--- src/rtl/duck_pkg.sv ---
// Shared defaults, widths, FSM encoding and spawn payload for the duck spawner.
package duck_pkg;

  localparam int unsigned SCREEN_W_DEF  = 640;
  localparam int unsigned DUCK_W_DEF    = 32;
  localparam int unsigned MAX_TRIES_DEF = 8;

  localparam int unsigned X_W            = 10;
  localparam int unsigned NIB_W          = 4;
  localparam int unsigned ACC_W          = 12;
  localparam int unsigned PH_W           = 2;
  localparam int unsigned COLLECT_CYCLES = 3;
  localparam int unsigned ST_W           = 2;

  localparam logic [ST_W-1:0] ST_IDLE    = 2'd0;
  localparam logic [ST_W-1:0] ST_COLLECT = 2'd1;
  localparam logic [ST_W-1:0] ST_CHECK   = 2'd2;
  localparam logic [ST_W-1:0] ST_PRESENT = 2'd3;

  typedef struct packed {
    logic [X_W-1:0] x;
    logic           dir;
    logic           fallback;
  } spawn_t;

  // Right-most legal sprite x position
  function automatic logic [X_W-1:0] xmax_f(input int unsigned screen_w,
                                            input int unsigned duck_w);
    return X_W'(screen_w - duck_w);
  endfunction

endpackage

--- src/rtl/duck_spawn_ctrl.sv ---
// Picks a random on-screen spawn x/direction from LFSR nibbles, retrying
// out-of-range candidates and falling back to mid-screen after MAX_TRIES.
module duck_spawn_ctrl
  import duck_pkg::*;
#(
  parameter int unsigned SCREEN_W  = SCREEN_W_DEF,
  parameter int unsigned DUCK_W    = DUCK_W_DEF,
  parameter int unsigned MAX_TRIES = MAX_TRIES_DEF
) (
  input  logic       clk0,
  input  logic       rst,
  input  logic [3:0] random_bits,
  input  logic       spawn_req,
  input  logic       spawn_ready,
  output logic       spawn_valid,
  output logic [9:0] spawn_x,
  output logic       spawn_dir,
  output logic       spawn_fallback,
  output logic       busy
);

  localparam logic [X_W-1:0]  XMAX      = xmax_f(SCREEN_W, DUCK_W);
  localparam logic [X_W-1:0]  XMID      = XMAX >> 1;
  localparam int unsigned     TRY_W     = (MAX_TRIES < 1) ? 1 : $clog2(MAX_TRIES + 1);
  localparam logic [TRY_W-1:0] TRY_LIMIT = TRY_W'(MAX_TRIES);
  localparam logic [PH_W-1:0] PH_LAST   = PH_W'(COLLECT_CYCLES - 1);

  logic [ST_W-1:0]  state_q, state_d;
  logic [ACC_W-1:0] acc_q, acc_d;
  logic [TRY_W-1:0] tries_q, tries_d;
  logic [PH_W-1:0]  phase_q, phase_d;
  spawn_t           out_q, out_d;
  logic             valid_q, valid_d;
  logic             busy_q, busy_d;

  logic [X_W-1:0]   cand_x_c;
  logic             cand_dir_c;
  logic [TRY_W-1:0] tries_inc_c;

  assign cand_x_c    = acc_q[X_W-1:0];
  assign cand_dir_c  = acc_q[X_W];
  assign tries_inc_c = tries_q + TRY_W'(1);

  // Next-state, datapath and output-register decode
  always_comb begin
    state_d = state_q;
    acc_d   = acc_q;
    tries_d = tries_q;
    phase_d = phase_q;
    out_d   = out_q;
    valid_d = valid_q;

    case (state_q)
      ST_IDLE: begin
        if (spawn_req) begin
          state_d = ST_COLLECT;
          tries_d = '0;
          phase_d = '0;
        end
      end

      ST_COLLECT: begin
        // Oldest nibble ends up in the top of the accumulator
        acc_d = ACC_W'({acc_q, random_bits});
        if (phase_q == PH_LAST) begin
          phase_d = '0;
          state_d = ST_CHECK;
        end else begin
          phase_d = phase_q + PH_W'(1);
        end
      end

      ST_CHECK: begin
        if (cand_x_c <= XMAX) begin
          out_d   = '{x: cand_x_c, dir: cand_dir_c, fallback: 1'b0};
          valid_d = 1'b1;
          state_d = ST_PRESENT;
        end else if (tries_inc_c >= TRY_LIMIT) begin
          out_d   = '{x: XMID, dir: cand_dir_c, fallback: 1'b1};
          tries_d = tries_inc_c;
          valid_d = 1'b1;
          state_d = ST_PRESENT;
        end else begin
          tries_d = tries_inc_c;
          state_d = ST_COLLECT;
        end
      end

      ST_PRESENT: begin
        if (spawn_ready) begin
          valid_d = 1'b0;
          if (spawn_req) begin
            state_d = ST_COLLECT;
            tries_d = '0;
            phase_d = '0;
          end else begin
            state_d = ST_IDLE;
          end
        end
      end

      default: state_d = ST_IDLE;
    endcase

    busy_d = (state_d != ST_IDLE);
  end

  // State and output registers with synchronous reset
  always_ff @(posedge clk0) begin
    if (rst) begin
      state_q <= ST_IDLE;
      acc_q   <= '0;
      tries_q <= '0;
      phase_q <= '0;
      out_q   <= '0;
      valid_q <= 1'b0;
      busy_q  <= 1'b0;
    end else begin
      state_q <= state_d;
      acc_q   <= acc_d;
      tries_q <= tries_d;
      phase_q <= phase_d;
      out_q   <= out_d;
      valid_q <= valid_d;
      busy_q  <= busy_d;
    end
  end

  assign spawn_valid    = valid_q;
  assign spawn_x        = out_q.x;
  assign spawn_dir      = out_q.dir;
  assign spawn_fallback = out_q.fallback;
  assign busy           = busy_q;

endmodule
--- config.mk ---
export PLATFORM = sky130hd
export DESIGN_NAME = duck_spawn_ctrl
export DESIGN_NICKNAME = d
export VERILOG_FILES = /design/src/rtl/duck_pkg.sv /design/src/rtl/duck_spawn_ctrl.sv
export SDC_FILE = /design/constraint.sdc
export NUM_CORES = 1
export LEC_CHECK = 0
export ABC_AREA = 1
export BUFFER_PORTS_ARGS = -buffer_cell sky130_fd_sc_hd__buf_2
export CAP_MARGIN = 5
export CORE_AREA = 3 3 56 58
export DETAILED_ROUTE_END_ITERATION = 10
export DIE_AREA = 0 0 59 61
export PLACE_DENSITY = 0.74
export SYNTH_ARGS = -nofsm -noshare
export SYNTH_HDL_FRONTEND = slang
export SYNTH_SLANG_ARGS = --single-unit
--- constraint.sdc ---
create_clock -name clk0 -period 1.8 [get_ports clk0]
set_clock_uncertainty 0.05 [all_clocks]
set_input_delay 0.09 -clock clk0 [delete_from_list [all_inputs] [get_ports clk0]]
set_output_delay 0.09 -clock clk0 [all_outputs]
set_load 0.03 [all_outputs]
==> reports/results.tsv, run 1 <==
stage	metric	value	unit
logic_synthesis	synth_seq_area_share	45.8	%
floorplanning	initial_utilization	53.2	%
clock_network	path_clk_slew	100	ps
layout	final_common_cell	dfxtp_1	
run	drv_cap	0	
logic_synthesis	ys_ff_latch	33	
min_path	holdPathEnd	acc_q[2]	
critical_path	path_class	flop to flop	
logic_synthesis	yosys_warnings	0	
sta	tightest_slew	532	ps
floorplanning	io-pin-count	22	
placed_design	gp_congestion	0.841	
status	status	completed	
sta	period_share	85.8	%
route	firstDrtPassIters	4	
critical_path	arrival	1740	ps
floorplanning	core_area	2710	um2
min_path	min-delay-start	random_bits[2]	
global_routing	grt_max_degree	23	
critical_path	reg2reg_depth	7	
placed_design	placed_cell_area	1550	um2
logic_synthesis	yosys.area.top_type	dfxtp_1	
global_routing	grt_first_pass_wirelength	4830	um
logic_synthesis	syn_nets	193	
sta	max_slew_margin	64.5	%
sta	hold_viol	0	
sta	holdWs	1.15	ps
layout	layout_common_cells	dfxtp_1, a21oi_1, nand2_1	
critical_path	worstSetupStartpointType	flop	
clock_network	cts-resized-gates	0	
logic_synthesis	synth_cell_types	27	
power	ir_drop	0.631	mV
logic_synthesis	syn_avg_cell_area	7.83	um2
layout	area_growth_syn_to_layout	12.7	%
sta	max_freq	0.648	GHz
critical_path	r2r-start	acc_q[9]	
global_routing	first_global_vias	1168	
clock_network	clk_path_buf_depth	2	
critical_path	crit_path_end_kind	flop	
clock_network	htreeDepth	2	
layout	stdcell_area	1620	um2
power	power_density	836	nW/um2
clock_network	cts_sinks	33	
layout	nets	217	
clock_network	cts_buffers	5	
layout	drive_gt1_share	20.7	%
sta	finalSetupTns	0	ps
sta	rsz0062_at_grt	no	
layout	antenna_cells	0	
critical_path	crit_fanout	22	
floorplanning	die_height	61	um
route	drtAntennaViolNets	0	
route	wirelength	2980	um
min_path	min_path_type	primary input to flop	
clock_network	cts_tree	yes	
global_routing	grt_use_total	18.4	%
route	drt-wirelength-per-cell	12.5	um
floorplanning	fp.dieW	59	um
logic_synthesis	synth_area_leaders	dfxtp_1, a21oi_1, nand3_1	
global_routing	antenna_found_initial	0	
route	vias	1263	
critical_path	crit_required	2000	ps
sta	slew_viol_final	0	
critical_path	reg2reg_slack	260	ps
global_routing	grt_use_met2	31.1	%
floorplanning	rows	19	
clock_network	cts_hold_buf	2	
logic_synthesis	syn_inst	184	
sta	fin_crit	1540	ps
route	first_iter_violations	41	
logic_synthesis	synth_top_area_share	45.8	%
clock_network	ctsRootBufferMaster	clkbuf_4	
power	cellLeakagePower	0.000708	uW
floorplanning	die_area	3600	um2
critical_path	rr_endpoint	spawn_valid	
global_routing	grt_remaining_overflow	0	
global_routing	met3_usage	4.89	%
logic_synthesis	syn_area	1440	um2
clock_network	cts_setup_buffers	0	
placed_design	hpwl	2190	um
route	route.detailed.drc	0	
clock_network	clock_latency	340	ps
route	viasPerCell	5.28	
min_path	holdPathStages	3	
sta	finalSetupViolCount	0	
global_routing	grt.busiest_layer	met2	
global_routing	grt_use_met1	20.1	%
placed_design	port_buffers	21	
## flip-flops by register name (all words and copies together) (netlist names)
register	cells
acc_q	11
busy	1
phase_q	2
spawn_dir	1
spawn_fallback	1
spawn_valid	1
spawn_x	10
state_q	2
tries_q	4
## logic make-up (layout without fill, tap and decap cells)
family,after synthesis,after routing,share of synthesized area [%]
simple gates,76,76,27.9
fa+ha+maj,1,1,0.868
buf+inv,29,53,9.20
compound gates,45,45,16.2
flops,33,33,45.8
## cells in the mapped netlist, drive strengths merged
master  number
dfxtp       33
a21oi       27
nand2       24
nor2        24
nand3       22
inv         21
o21ai       16
buf          5
clkbuf       3
nor3         3
or2          2
ha           1
nand3b       1
o221ai       1
o22ai        1
## worst max-delay path by stage
stage	start	endpoint	slack, ps	cells after the start
after floorplan	state_q[1]	spawn_dir	470	8
after global placement	state_q[1]	spawn_dir	300	8
after detailed placement	acc_q[9]	spawn_valid	260	7
after CTS	acc_q[9]	spawn_valid	250	7
after global routing	acc_q[9]	spawn_valid	90	7
final	acc_q[9]	spawn_valid	260	7
## report_power, final
part	total (uW)	leakage (uW)	internal (uW)	switching, uW
registers	791	0.000270	765	26.0
logic	144	0.000407	51.6	92.6
clock network	422	0.0000314	184	238
total	1360	0.000708	1000	356
## critical path, stage by stage, from the launching register on
cell	delay (ps)
dfxtp_1	360
inv_1	80
nor2_1	300
nor2_8	80
nand2_4	210
nand2_1	150
o21ai_0	180
inv_1	50
## stage by stage
stage          std cells  worst slack, ps  utilization, %  power (uW)
3_3_place_gp         230              304            57.2         942
4_1_cts              239              246            59.9        1360
5_1_grt              239             87.9            59.9        1420
3_5_place_dp         230              263            57.2         949
2_1_floorplan        184              471               -         910
6_report             239              256            59.9        1360
## layout make-up
class	count	area (um2)
Inverter	21	81.3
Fill cell	267	1090
Multi-Input combinational cell	122	648
Tap cell	31	38.8
Timing Repair Buffer	25	140
Sequential cell	33	661
Clock buffer	7	55.1
## per-layer routing
metal | share of wire [%] | vias up | wire length, um
met2 | 50 | 20 | 1490
met1 | 43 | 583 | 1290
met4 | 2.7 | 0 | 79
met5 | 0 | - | 0
li1 | - | 650 | -
met3 | 4.0 | 10 | 120
(Power assumes the default switching activity.)
==> inputs of run 2 (changes only) <==
--- a/config.mk
+++ b/config.mk
@@ -5,7 +5,6 @@
 export SDC_FILE = /design/constraint.sdc
 export NUM_CORES = 1
 export LEC_CHECK = 0
-export ABC_AREA = 1
 export BUFFER_PORTS_ARGS = -buffer_cell sky130_fd_sc_hd__buf_2
 export CAP_MARGIN = 5
 export CORE_AREA = 3 3 56 58
==> reports/results.tsv, run 2 <==
stage	metric	value	unit	change
logic_synthesis	ys_dominant_reg_cell	dfxtp_1		
layout	max_flop_register	acc_q		
logic_synthesis	yosysMostFrequentCell	dfxtp_1		
route	wirelength	3530	um	+18%
power	pwr-share-clk	38.9	%	+7.8 points
sta	max_freq	0.555	GHz	-14%
sta	period_share	100	%	+14 points
layout	nFillCells	222		-17%
placed_design	hpwl	2370	um	+8.5%
sta	rsz0062_at_grt	yes		
clock_network	cts_buffers	5		unchanged
floorplanning	die_area	3600	um2	unchanged
logic_synthesis	ys_ff_latch	33		unchanged
sta	hold_viol	0		unchanged
global_routing	grt_max_degree	24		+4.3%
sta	slew_viol_final	0		unchanged
power	ir_drop	0.720	mV	+14%
layout	post-route-util	70.5	%	+11 points
sta	fin_crit	1800	ps	+259 ps
route	drt-wirelength-per-cell	15.3	um	+23%
route	topRoutingLayerUsed	met4		
clock_network	cts_tree	yes		
clock_network	htreeDepth	2		unchanged
global_routing	first_global_vias	1271		+8.8%
power	switchingPower	345	uW	-3.2%
power	cellLeakagePower	0.000779	uW	+10%
logic_synthesis	syn_avg_cell_area	9.06	um2	+16%
sta	tightest_slew	610	ps	+77.4 ps
clock_network	clk_path_buf_depth	2		unchanged
sta	max_slew_margin	59.2	%	-5.3 points
sta	holdWs	114	ps	+113 ps
route	met2RoutedLength	1780	um	+19%
global_routing	grt_first_pass_wirelength	5710	um	+18%
min_path	min-delay-start	spawn_ready		
global_routing	grt_remaining_overflow	0		unchanged
layout	largest_register_ff_count	11		unchanged
logic_synthesis	synth_cell_types	42		+56%
route	firstDrtPassIters	4		unchanged
route	viasPerCell	5.84		+11%
logic_synthesis	yosys.area.top_type	dfxtp_1		
critical_path	crit_required	2000	ps	about the same
route	wl_met1	1500	um	+16%
route	vias	1349		+6.8%
layout	area_growth_syn_to_layout	32.7	%	
layout	antenna_cells	0		unchanged
floorplanning	die_height	61	um	unchanged
placed_design	port_buffers	21		unchanged
global_routing	grt_use_total	21.4	%	+3.1 points
layout	final_common_cell	dfxtp_1		
logic_synthesis	yosys-top-cells-count	dfxtp_1, nand2_1, a21oi_1		
critical_path	worstSetupStartpointType	flop		
layout	nets	208		-4.1%
min_path	min_path_type	primary input to flop		
power	power_frac_comb	10.1	%	-0.5 points
floorplanning	fp.dieW	59	um	unchanged
critical_path	arrival	2000	ps	+260 ps
run	drv_cap	0		unchanged
route	first_iter_violations	58		+41%
sta	setup_ws	-2.99	ps	-259 ps
logic_synthesis	synth_edf_count	0		unchanged
route	drtAntennaViolNets	0		unchanged
sta	finalSetupViolCount	1		+1
power	power_density	778	nW/um2	-6.9%
floorplanning	initial_utilization	53.1	%	about the same
critical_path	crit_fanout	6		-73%
critical_path	path_class	flop to flop		
floorplanning	rows	19		unchanged
power	p_seq_share	51.1	%	-7.2 points
floorplanning	io-pin-count	22		unchanged
logic_synthesis	syn_area	1440	um2	about the same
power	internal_power	1140	uW	+14%
route	route.met3.wl	148	um	+23%
layout	layout_common_cells	dfxtp_1, nand2_1, buf_2		
global_routing	antenna_found_initial	0		unchanged
logic_synthesis	async_reset_ff_share	0	%	unchanged
placed_design	gp_congestion	0.802		-4.6%
logic_synthesis	syn_inst	159		-14%
critical_path	crit_path_end_kind	flop		
logic_synthesis	synth_top_area_share	45.9	%	about the same
clock_network	clock_latency	340	ps	about the same
status	failed_checks	negative setup slack		
power	fin_total_pwr	1490	uW	+9.5%
clock_network	path_clk_slew	100	ps	about the same
route	route.detailed.drc	0		unchanged
status	status	finished, violations left		
placed_design	placed_cell_area	1650	um2	+6.5%
logic_synthesis	yosys_warnings	0		unchanged
logic_synthesis	syn_nets	168		-13%
logic_synthesis	synth_area_leaders	dfxtp_1, nand2_1, a21oi_1		
floorplanning	core_area	2710	um2	unchanged
layout	drive_gt1_share	34.0	%	+13 points
power	swShare	23.2	%	-3.0 points
clock_network	ctsRootBufferMaster	clkbuf_4		
clock_network	cts_sinks	33		unchanged
critical_path	r2r-start	acc_q[0]		
critical_path	cp-startpoint	acc_q[0]		
layout	stdcell_area	1910	um2	+18%
logic_synthesis	synth_seq_area_share	45.9	%	about the same
-- run 2: kinds of logic after synthesis --
logic type / synth area share [%]
multiplexers: 0.695
buffers and inverters: 4.52
adder cells (fa/ha/maj): 0.869
AO/OA/AOI/OAI: 24.8
XOR/XNOR: 0.608
AND/OR/NAND/NOR: 22.7
flip-flops: 45.9
-- run 2: area by class of cell --
cell class / count / area [um2] / area share, %
multi-input cells: 113 / 823 / 43.1
flip-flops and latches: 33 / 663 / 34.7
repair buffers: 43 / 289 / 15.1
clock buffers: 7 / 55.1 / 2.88
well taps: 31 / 38.8 / 2.03
clock inverters: 1 / 30.0 / 1.57
inverters: 3 / 11.3 / 0.589
-- run 2: timing repair --
action / 4_1_cts / 5_1_grt
hold buffers: 6 / 0
pin swaps: 0 / 3
gates resized for setup: 10 / 8
endpoints found under the setup margin: 11 / 7
setup buffers: 0 / 0
hold endpoints to repair: 6 / 0
-- run 2: worst paths after layout --
kind                                   end  slack, ps  cells past startpoint
worst max-delay path             spawn_dir         -3                      4
worst min-delay path            state_q[1]        110                      4
worst max register to register   spawn_dir         -3                      4
worst min register to register   acc_q[10]        430                      2
-- run 2: metal layers --
metal	global-route usage (%)	vias up
li1	-	663
met1	24.4	647
met2	35.6	29
met3	6.38	10
met4	12.6	0
met5	0	-
-- run 2: worst max-delay path, cell delays in order (launching register included) --
cell     delay (ps)
dfxtp_2         340
or4_4           560
o211a_4         300
or3_1           300
a31o_1          170
-- run 2: metrics by stage --
| step | setup slack [ps] | cells | TNS, ps |
|---|---|---|---|
| floorplan | 12.3 | 159 | 0 |
| global route | -42.6 | 231 | -169 |
| CTS | -15.4 | 231 | -15.4 |
| global placement | -19.2 | 217 | -40.0 |
| detailed placement | -85.4 | 217 | -452 |
| finish | -2.99 | 231 | -2.99 |
-- run 2: power by group through the flow --
stage	Sequential [uW]	Clock, uW	Combinational, uW
2_1_floorplan	778	0	77.9
3_3_place_gp	774	0	123
3_5_place_dp	775	0	127
4_1_cts	758	590	144
5_1_grt	761	617	164
6_report	759	578	149
==> inputs of run 3 (changes only) <==
--- a/config.mk
+++ b/config.mk
@@ -10,7 +10,7 @@
 export CORE_AREA = 3 3 56 58
 export DETAILED_ROUTE_END_ITERATION = 10
 export DIE_AREA = 0 0 59 61
-export PLACE_DENSITY = 0.74
+export PLACE_DENSITY = 0.81
 export SYNTH_ARGS = -nofsm -noshare
 export SYNTH_HDL_FRONTEND = slang
 export SYNTH_SLANG_ARGS = --single-unit
==> reports/results.tsv, run 3 (synthesis results as in run 2) <==
stage	metric	value	unit	change
route	route.detailed.drc	0		unchanged
layout	stdcell_area	1860	um2	-2.8%
critical_path	crit_path_end_kind	flop		
route	vias	1330		-1.4%
min_path	holdPathEnd	spawn_x[8]		
clock_network	cts_buffers	5		unchanged
power	pwr-share-clk	30.4	%	-8.5 points
layout	nFillCells	217		-2.3%
sta	period_share	100	%	about the same
critical_path	rr_endpoint	spawn_dir		
sta	slew_viol_final	0		unchanged
route	wirelength	3610	um	+2.4%
route	first_iter_violations	70		+21%
placed_design	placed_cell_area	1660	um2	+0.46%
sta	finalSetupViolCount	1		unchanged
clock_network	cts_sinks	33		unchanged
run	drv_cap	0		unchanged
global_routing	grt_use_total	22.3	%	+0.84 points
route	firstDrtPassIters	4		unchanged
floorplanning	io-pin-count	22		unchanged
sta	max_slew_margin	58.7	%	-0.45 points
floorplanning	die_area	3600	um2	unchanged
power	p_seq_share	58.4	%	+7.3 points
sta	max_freq	0.555	GHz	about the same
floorplanning	fp.dieW	59	um	unchanged
global_routing	first_global_vias	1309		+3.0%
critical_path	r2r-start	acc_q[7]		
placed_design	port_buffers	21		unchanged
global_routing	antenna_found_initial	0		unchanged
critical_path	reg2reg_slack	-2	ps	about the same
layout	post-route-util	68.6	%	-1.9 points
clock_network	cts_tree	yes		
layout	layout_common_cells	dfxtp_1, nand2_1, buf_2		
floorplanning	core_area	2710	um2	unchanged
power	cellLeakagePower	0.000764	uW	-2.0%
clock_network	path_clk_slew	110	ps	about the same
global_routing	grt_max_degree	25		+4.2%
floorplanning	die_height	61	um	unchanged
power	internal_power	955	uW	-16%
critical_path	path_class	flop to flop		
placed_design	hpwl	2430	um	+2.3%
sta	fin_crit	1800	ps	-1.29 ps
global_routing	grt_remaining_overflow	0		unchanged
layout	layout.area.seq	662	um2	-0.19%
layout	antenna_cells	0		unchanged
layout	largest_register_ff_count	11		unchanged
critical_path	reg2reg_depth	4		unchanged
layout	multiInputGateArea	805	um2	-2.3%
route	drt-wirelength-per-cell	15.6	um	+2.4%
critical_path	arrival	2010	ps	about the same
sta	tightest_slew	617	ps	+6.77 ps
min_path	holdPathStages	2		-2
power	ir_drop	0.670	mV	-6.9%
floorplanning	initial_utilization	53.1	%	unchanged
min_path	min_path_type	primary input to flop		
power	power_frac_comb	11.2	%	+1.1 points
layout	drive_gt1_share	34.5	%	+0.50 points
placed_design	gp_congestion	0.831		+3.6%
clock_network	htreeDepth	2		unchanged
power	switchingPower	346	uW	+0.34%
sta	rsz0062_at_grt	yes		
layout	final_common_cell	dfxtp_1		
power	power_density	701	nW/um2	-9.9%
clock_network	ctsRootBufferMaster	clkbuf_4		
sta	setup_ws	-1.69	ps	+1.29 ps
clock_network	clk_path_buf_depth	2		unchanged
critical_path	worstSetupStartpointType	flop		
status	failed_checks	negative setup slack		
route	drtAntennaViolNets	0		unchanged
critical_path	crit_required	2010	ps	about the same
critical_path	crit_fanout	4		-2
layout	max_flop_register	acc_q		
floorplanning	rows	19		unchanged
power	swShare	26.6	%	+3.4 points
clock_network	clock_latency	350	ps	about the same
layout	area_growth_syn_to_layout	29.0	%	
layout	nets	208		unchanged
route	viasPerCell	5.76		-1.4%
status	status	finished, violations left		
global_routing	grt_first_pass_wirelength	5830	um	+2.0%
min_path	min-delay-start	rst		
sta	hold_viol	0		unchanged
==> run 3: critical path, stage by stage (launching register included) <==
cell and delay [ps]:
dfxtp_1 320, or4_4 560, o211a_4 270, or3_1 300, a31o_1 210
==> run 3: timing repair <==
item                                    4_1_cts  5_1_grt
setup buffers                                 0        0
endpoints found under the setup margin        7       10
hold buffers                                  5        0
pin swaps                                     1        0
hold endpoints to repair                      5        0
resized for setup                             6       10
==> run 3: how the worst max path moves through the flow <==
stage               depth (start not counted)         end  startpoint
floorplan                                   4   spawn_dir    acc_q[1]
global placement                            5  spawn_x[6]    acc_q[1]
detailed placement                          5  spawn_x[7]    acc_q[1]
CTS                                         4   spawn_dir    acc_q[7]
global route                                5  spawn_x[3]    acc_q[7]
finish                                      4   spawn_dir    acc_q[7]
==> run 3: cell type report <==
cell class,count,share of cell area (%)
clock buffer,6,2.22
clock inverter,2,0.539
inverter,3,0.606
multi-input combinational,113,43.3
sequential,33,35.6
tap,31,2.09
timing repair buffer,43,15.6
==> run 3: through the flow <==
step                TNS (ps)  power, uW  instances  worst slack, ps  hold WS, ps
floorplan                  0        856        159             12.3          169
finish                 -1.69       1300        231            -1.69         17.5
global placement       -17.3        895        218            -9.80          281
global route            -169       1350        231            -74.2         24.5
CTS                    -6.63       1300        231            -6.63         8.65
detailed placement      -181        902        218            -64.8          289
==> run 3: metal layers <==
metal | GRT usage, % | wire length [um] | vias up
li1 | - | - | 658
met1 | 24.9 | 1540 | 630
met2 | 37.1 | 1840 | 37
met3 | 8.09 | 178 | 5
met4 | 12.0 | 57 | 0
met5 | 0 | 0 | -
==> run 3: power by group through the flow <==
stage | Clock [uW] | Sequential, uW | Combinational, uW
2_1_floorplan | 0 | 778 | 77.9
3_3_place_gp | 0 | 775 | 120
3_5_place_dp | 0 | 776 | 126
4_1_cts | 403 | 760 | 139
5_1_grt | 434 | 763 | 158
6_report | 395 | 761 | 145
